## config.mk

```make
export PLATFORM = sky130hd
export DESIGN_NAME = serial_adder32
export DESIGN_NICKNAME = d
export VERILOG_FILES = /design/src/rtl/serial_adder32.sv
export SDC_FILE = /design/constraint.sdc
export NUM_CORES = 1
export LEC_CHECK = 0
export BUFFER_PORTS_ARGS = -buffer_cell sky130_fd_sc_hd__buf_2
export CAP_MARGIN = 40
export CORE_MARGIN = 1
export CORE_UTILIZATION = 55
export CTS_CLUSTER_DIAMETER = 50
export CTS_CLUSTER_SIZE = 24
export DETAILED_ROUTE_END_ITERATION = 8
export PLACE_DENSITY_LB_ADDON = 0.15
export SYNTH_ARGS = -nofsm -noshare
export SYNTH_HDL_FRONTEND = slang
export SYNTH_SLANG_ARGS = --single-unit
export TNS_END_PERCENT = 20
```

## constraint.sdc

```tcl
create_clock -name clk -period 6.06 [get_ports clk]
set_input_delay 0.909 -clock clk [delete_from_list [all_inputs] [get_ports clk]]
set_output_delay 0.909 -clock clk [all_outputs]
set_load 0.02 [all_outputs]
```

## src/rtl/serial_adder32.sv

```systemverilog
// serial_adder32 - byte-serial 32-bit adder for the byte-entry peripheral.
//
// Operands are latched on a rising edge of start, then summed one byte per
// clock (LSB byte first) with the inter-byte carry held in a flip-flop.
// The result and flags stay stable afterwards for the byte-wise display.
//
// Optional feature macro: SERIAL_ADDER_SUB_EN adds the op_sub port
// (1 = A-B, computed as A + ~B + 1).
//
// Ports:
//   clk        system clock, rising edge
//   reset      synchronous active-high reset
//   start      level request; only a 0->1 transition starts an operation
//   dataA      operand A, latched on the accepted start edge
//   dataB      operand B, latched on the accepted start edge
//   op_sub     subtract select (SERIAL_ADDER_SUB_EN only)
//   dataR      result register (partial while busy)
//   busy       high while bytes are being computed
//   done       one-cycle pulse when dataR/carry_out/overflow are final
//   carry_out  carry out of bit 31 (for subtract, 1 = no borrow)
//   overflow   two's-complement signed overflow
module serial_adder32 (
   input  logic        clk,
   input  logic        reset,
   input  logic        start,
   input  logic [31:0] dataA,
   input  logic [31:0] dataB,
`ifdef SERIAL_ADDER_SUB_EN
   input  logic        op_sub,
`endif
   output logic [31:0] dataR,
   output logic        busy,
   output logic        done,
   output logic        carry_out,
   output logic        overflow
);

   typedef enum logic [1:0] {IDLE, RUN, DONE} state_t;

   state_t      state, state_nxt;
   logic        start_q;
   logic        start_edge;
   logic [31:0] a_q, b_q;
   logic [1:0]  idx;
   logic        cy;
   logic        sub_sel;
   logic [4:0]  byte_sel;
   logic [8:0]  sum;

`ifdef SERIAL_ADDER_SUB_EN
   assign sub_sel = op_sub;
`else
   assign sub_sel = 1'b0;
`endif

   assign start_edge = start & ~start_q;
   assign byte_sel   = {idx, 3'b000};
   assign busy       = (state == RUN);

   // One byte lane per clock; bit 8 is the carry into the next byte.
   always_comb begin
      sum = {1'b0, a_q[byte_sel +: 8]} + {1'b0, b_q[byte_sel +: 8]} + {8'd0, cy};
   end

   always_ff @(posedge clk) begin
      if (reset) state <= IDLE;
      else       state <= state_nxt;
   end

   always_comb begin
      state_nxt = state;
      case (state)
         IDLE:    if (start_edge) state_nxt = RUN;
         RUN:     if (idx == 2'd3) state_nxt = DONE;
         DONE:    state_nxt = IDLE;
         default: state_nxt = IDLE;
      endcase
   end

   always_ff @(posedge clk) begin
      if (reset) begin
         start_q   <= 1'b0;
         a_q       <= '0;
         b_q       <= '0;
         idx       <= 2'd0;
         cy        <= 1'b0;
         dataR     <= '0;
         done      <= 1'b0;
         carry_out <= 1'b0;
         overflow  <= 1'b0;
      end else begin
         start_q <= start;
         done    <= 1'b0;
         case (state)
            IDLE: begin
               if (start_edge) begin
                  a_q       <= dataA;
                  // Subtract is A + ~B + 1: invert B and seed the carry.
                  b_q       <= sub_sel ? ~dataB : dataB;
                  cy        <= sub_sel;
                  idx       <= 2'd0;
                  dataR     <= '0;
                  carry_out <= 1'b0;
                  overflow  <= 1'b0;
               end
            end
            RUN: begin
               dataR[byte_sel +: 8] <= sum[7:0];
               cy                   <= sum[8];
               idx                  <= idx + 2'd1;
               if (idx == 2'd3) begin
                  carry_out <= sum[8];
                  // Same-sign operands producing a different-sign result.
                  overflow  <= (a_q[31] == b_q[31]) & (sum[7] != a_q[31]);
                  done      <= 1'b1;
               end
            end
            default: ;
         endcase
      end
   end

endmodule
```

==> metrics.txt, run 1 <==
run status finished, final reports clean; Setup Skew 0.0109 ns; Achievable Freq 0.305 GHz; crit path max fanout 14; Post-CTS Hold Buffers 0; Yosys top cell by area dfxtp_1; Sink Count 105; number of antenna diodes 0; async set-reset flop share out of synthesis 0%; die area around 8600 um^2; chip width 92.9 um; RSZ-0062 raised after global routing false; # H-tree levels 3; Die Y about 93 um; Leak 2.17 nW; Post-Syn Area 4540 um^2; Syn Area/Cell 8.94 um^2; CTS clock-pin slew for the worst setup and hold paths ~0.09 ns; Area contributors post-synth dfxtp_1, nand2_1, a21oi_1; synthesized netlist cell count 508; Power per Cell Area 263 nW/um^2; hold slack 0.460 ns; Least-Margin Pin Slew around 0.9 ns; fin area 5230 um^2; Hold Path End b_q[2]; Worst setup EP type flip-flop; sequential element share of the synthesized area 46.3%; CP required 6.29 ns; DR iter-0 viols roughly 230; 1st-pass router iterations 5; CTS tree built; R2R setup slack 2.78 ns; top cell type's share of synthesized area 46.3%; worst relative slew slack 40.2%; Reg2Reg Launch Point idx[0]; synthesized flop and latch total 105; Root Driver clkbuf_8; fraction of layout cells with a size suffix above 1 between 20% and 30%; yosys warns 0; number of remaining DRC errors 0; Clk Latency, worst-skew pair 0.37 ns; Arrival @ worst endpoint approximately 3.5 ns; CTS Buf Count 9; routability cong. 0.921; Peak VDD IR 132 uV; max_cap viols 0; core region area 7850 um^2; Layout Cells excl Fill 697; largest family of logic cells by synthesized area simple AND/OR/NAND/NOR gates; Post-DP HPWL 7.53 mm; postcts setup bufs 0; placed insts 682; Initial Util between 50% and 60%; Via density approximately 5.5; Post-synth top flop dfxtp_1; Post-CTS Resized 0; xor and xnor area share after synthesis 0.579%; Fillers 678; number of global-route vias before repair 3545; Unique masters post-synth 42; Synth top cells by count nand2_1, dfxtp_1, a21oi_1; mux contribution to synthesized area 7.94%; R2R cell count 10; total design power 1.37 mW; Post-Route WL 10.4 mm; Fin. Hold Viols 0; GRT Total Usage 25.9%; nets@finish about 670; startpoint types flip-flop; Setup TNS 0 ns; Setup violations, final 0; Layout area overhead 15.1%; Worst R2R End cy; PortBufs 102; fin. max-slew vios 0; minimum clock period between 3 and 4 ns; Routed Antenna Nets 0; most common cell in the netlist nand2_1; Worst Path Class, Setup reg2reg; wire per inst 14.8 um; Post-Synth Simple-Gate Area between 10% and 20%; total I/O pin count between 100 and 150; min-delay src b_q[2]; Std-Cell Rows 32; clk buf depth 2; fin crit share a little over half; Final WS setup 2.78 ns; Synth Area in Compound Gates about 17%; min-delay worst type reg2reg; first-pass GRT wire length ~17 mm; EDFF count, synth 0; largest net degree at the start of global routing just under 60; Setup WS pre-CTS 2.78 ns; Post-DP Area 5030 um^2; initial antenna violation count 0; via count 3839; Synth Area in Adders under 10%; GRT overflow 0; hold path cells 2; Core Util, Final 66.6%; syn_nets ~590
-- logic make-up (layout without fill, tap and decap cells) --
group	Yosys count	count (layout)
AO/OA/AOI/OAI	127	127
XOR/XNOR	3	3
adder cells (fa/ha/maj)	13	13
buffers and inverters	44	131
flip-flops	105	105
multiplexers	16	16
AND/OR/NAND/NOR	200	200
-- final cells by class --
cell class	instances	area (um^2)	area share, %
Multi-Input combinational cell	359	2200	42.0
Sequential cell	105	2100	40.2
Timing Repair Buffer	107	568	10.9
Clock buffer	11	141	2.71
Tap cell	102	128	2.44
Clock inverter	4	52.6	1.01
Inverter	9	38.8	0.742
-- critical path, stage by stage, from the launching register on --
cell,delay (ns)
dfxtp_1,0.63
buf_4,0.35
mux4_2,0.55
fa_1,0.45
inv_1,0.09
fa_1,0.20
nor2b_1,0.07
o31a_1,0.27
o21a_1,0.18
o211ai_1,0.21
a311oi_1,0.12
-- flip-flops by register name, summed over array words and instances, names as in the netlist --
signal	flops
state	2
dataR	32
a_q	32
b_q	32
idx	2
overflow	1
start_q	1
cy	1
done	1
carry_out	1
-- cells in the final DEF (no fill, tap or decap), drive strengths merged, types with 5 or more instances in the layout --
master | Yosys | layout
nand3 | 5 | 5
nand2 | 136 | 136
mux4 | 16 | 16
a22oi | 29 | 29
dfxtp | 105 | 105
nor2 | 39 | 39
inv | 9 | 10
ha | 11 | 11
a21oi | 75 | 75
buf | 20 | 107
clkbuf | 15 | 11
-- per-layer routing --
layer  GRT usage [%]  vias to the layer above  wire length (um)
met3            4.02                       10               518
met1            36.3                     1803              4770
met5               0                        -                 0
met4            8.46                        0               109
li1                -                     1912                 -
met2            40.7                      114              4960
-- how the worst max path moves through the flow --
| stage | to | cells past startpoint | from |
|---|---|---|---|
| floorplan | cy | 10 | idx[0] |
| global placement | cy | 10 | idx[0] |
| detailed placement | cy | 10 | idx[0] |
| CTS | cy | 10 | idx[0] |
| global route | dataR[14] | 10 | idx[0] |
| finish | cy | 10 | idx[0] |
-- power breakdown --
group / total [mW] / internal, mW / switching (mW)
sequential: 0.741 / 0.719 / 0.0213
clock: 0.434 / 0.202 / 0.232
combinational: 0.198 / 0.0791 / 0.119
total: 1.37 / 1.00 / 0.372
(Power assumes the default switching activity.)
==> run 2, diff against run 1 <==
Settings changed: CORE_UTILIZATION 55 to 49.
Clock period 6.06 ns to 3 ns, I/O delays scaled along.
==> run 2 against run 1 <==
  * The run now ends with DRC left
  * Utilization is 6.8 points lower
  * Register-to-register slack worse by 2.5 ns
  * Cell area is 1.3% higher
  * Final cell count is 1.3% higher
  * Flip-flop and latch count stayed put
  * Largest cell class unchanged
  * Largest power group unchanged
==> metrics.txt, run 2 (synthesis gave the netlist of run 1 again) <==
nets@finish just under 700; Initial Util between 50% and 60%; Leak 2.20 nW; GRT Total Usage 22.8%; Via density 5.49; Worst Path Class, Setup reg2reg; Peak VDD IR between 200 and 300 uV; fin. max-slew vios 0; max_cap viols 0; Clk Latency, worst-skew pair 0.36 ns; Die Y 98.3 um; Layout area overhead 16.6%; RSZ-0062 raised after global routing false; chip width 98.3 um; Reg2Reg Launch Point idx[1]; Arrival @ worst endpoint 3.03 ns; clk buf depth 2; Post-Route WL 10.6 mm; Fillers roughly 830; via count 3875; postcts setup bufs 0; Post-DP HPWL 7.76 mm; placed insts around 700; number of remaining DRC errors 3; total I/O pin count 103; fraction of layout cells with a size suffix above 1 25.1%; most common cell after layout, fill and taps aside nand2_1; CP Launch Point idx[1]; run status finished, violations left; min-delay src dataA[7]; fin crit share between 90% and 100%; CTS tree built; Least-Margin Pin Slew 0.585 ns; core region area a little under 9000 um^2; Std-Cell Rows 34; Root Driver clkbuf_8; crit path max fanout 8; routability cong. 0.815; 1st-pass router iterations 9; CTS clock-pin slew for the worst setup and hold paths ~0.1 ns; Setup TNS 0 ns; minimum clock period 2.73 ns; largest net degree at the start of global routing 62; min-delay worst type in2reg; Storage cell area approximately 2100 um^2; wire per inst 15.1 um; worst relative slew slack 61.0%; Achievable Freq around 0.37 GHz; number of global-route vias before repair 3659; PortBufs 102; hold path cells 3; commonest non-fill, non-tap cells in the layout nand2_1, dfxtp_1, buf_2; startpoint types flip-flop; R2R cell count 9; Worst setup EP type flip-flop; # H-tree levels 3; GRT overflow 0; Fin. Hold Viols 0; Power per Cell Area 541 nW/um^2; Sink Count 105; Setup violations, final 0; CP required 3.30 ns; failing checks DRC; initial antenna violation count 0; first-pass GRT wire length 17.6 mm; area of the multi-input gates 2200 um^2; Layout Cells excl Fill slightly above 700; Routed Antenna Nets 0; Setup Skew 0.0116 ns; CTS Buf Count 9; die area between 9000 and 10000 um^2; DR iter-0 viols 198; Largest regs a_q (32), b_q (32), dataR (32); number of antenna diodes 0
-- run 2: cell types whose count changed in the layout (fill, tap and decap cells not counted), sizes merged --
cell    change
bufinv      +1
buf         +3
inv         -1
-- run 2: power breakdown --
group	total [mW]	internal, mW	switching (mW)
clock network	0.959	0.492	0.466
logic	0.414	0.164	0.251
registers	1.49	1.45	0.0381
-- run 2: worst max-delay path, cell delays in order, from the launching register on --
cell,delay [ns]
dfxtp_1,0.56
mux4_2,0.38
fa_1,0.44
inv_1,0.09
fa_1,0.21
nor2b_1,0.08
o31a_1,0.27
o211ai_1,0.38
a22oi_1,0.15
nor2_1,0.10
-- run 2: what timing repair did --
item / 4_1_cts / 5_1_grt
gates resized for setup: 0 / 2
hold buffers: 0 / 0
endpoints found under the setup margin: 0 / 8
-- run 2: worst paths after layout --
kind,end,slack (ns)
max,dataR[6],0.27
min,a_q[7],0.31
max reg2reg,dataR[6],0.27
min reg2reg,b_q[4],0.46
-- run 2: final cells by class --
| type | instances | share of cell area (%) |
|---|---|---|
| timing repair buffer | 110 | 11.4 |
| tap | 108 | 2.55 |
| inverter | 9 | 0.733 |
| clock inverter | 4 | 1.47 |
| multi-input combinational | 359 | 41.5 |
| clock buffer | 11 | 2.67 |
| sequential | 105 | 39.7 |
-- run 2: routing by layer --
layer  global-route usage, %  wire, um
met5                       0         0
met4                    7.12       162
met3                    3.44       472
met2                    37.9      5120
met1                    30.7      4870
-- run 2: per-stage QoR --
step           util, %  setup slack, ns  hold WS, ns  total power, mW  area (um^2)
6_report          59.8            0.270        0.312             2.86         5290
3_5_place_dp      57.3            0.198        0.443             1.94         5070
4_1_cts           59.8            0.172        0.308             2.88         5290
2_1_floorplan        -            0.219        0.433             1.81         4540
3_3_place_gp      57.1            0.274        0.440             1.92         5050
5_1_grt           59.8           0.0185        0.314             2.99         5290
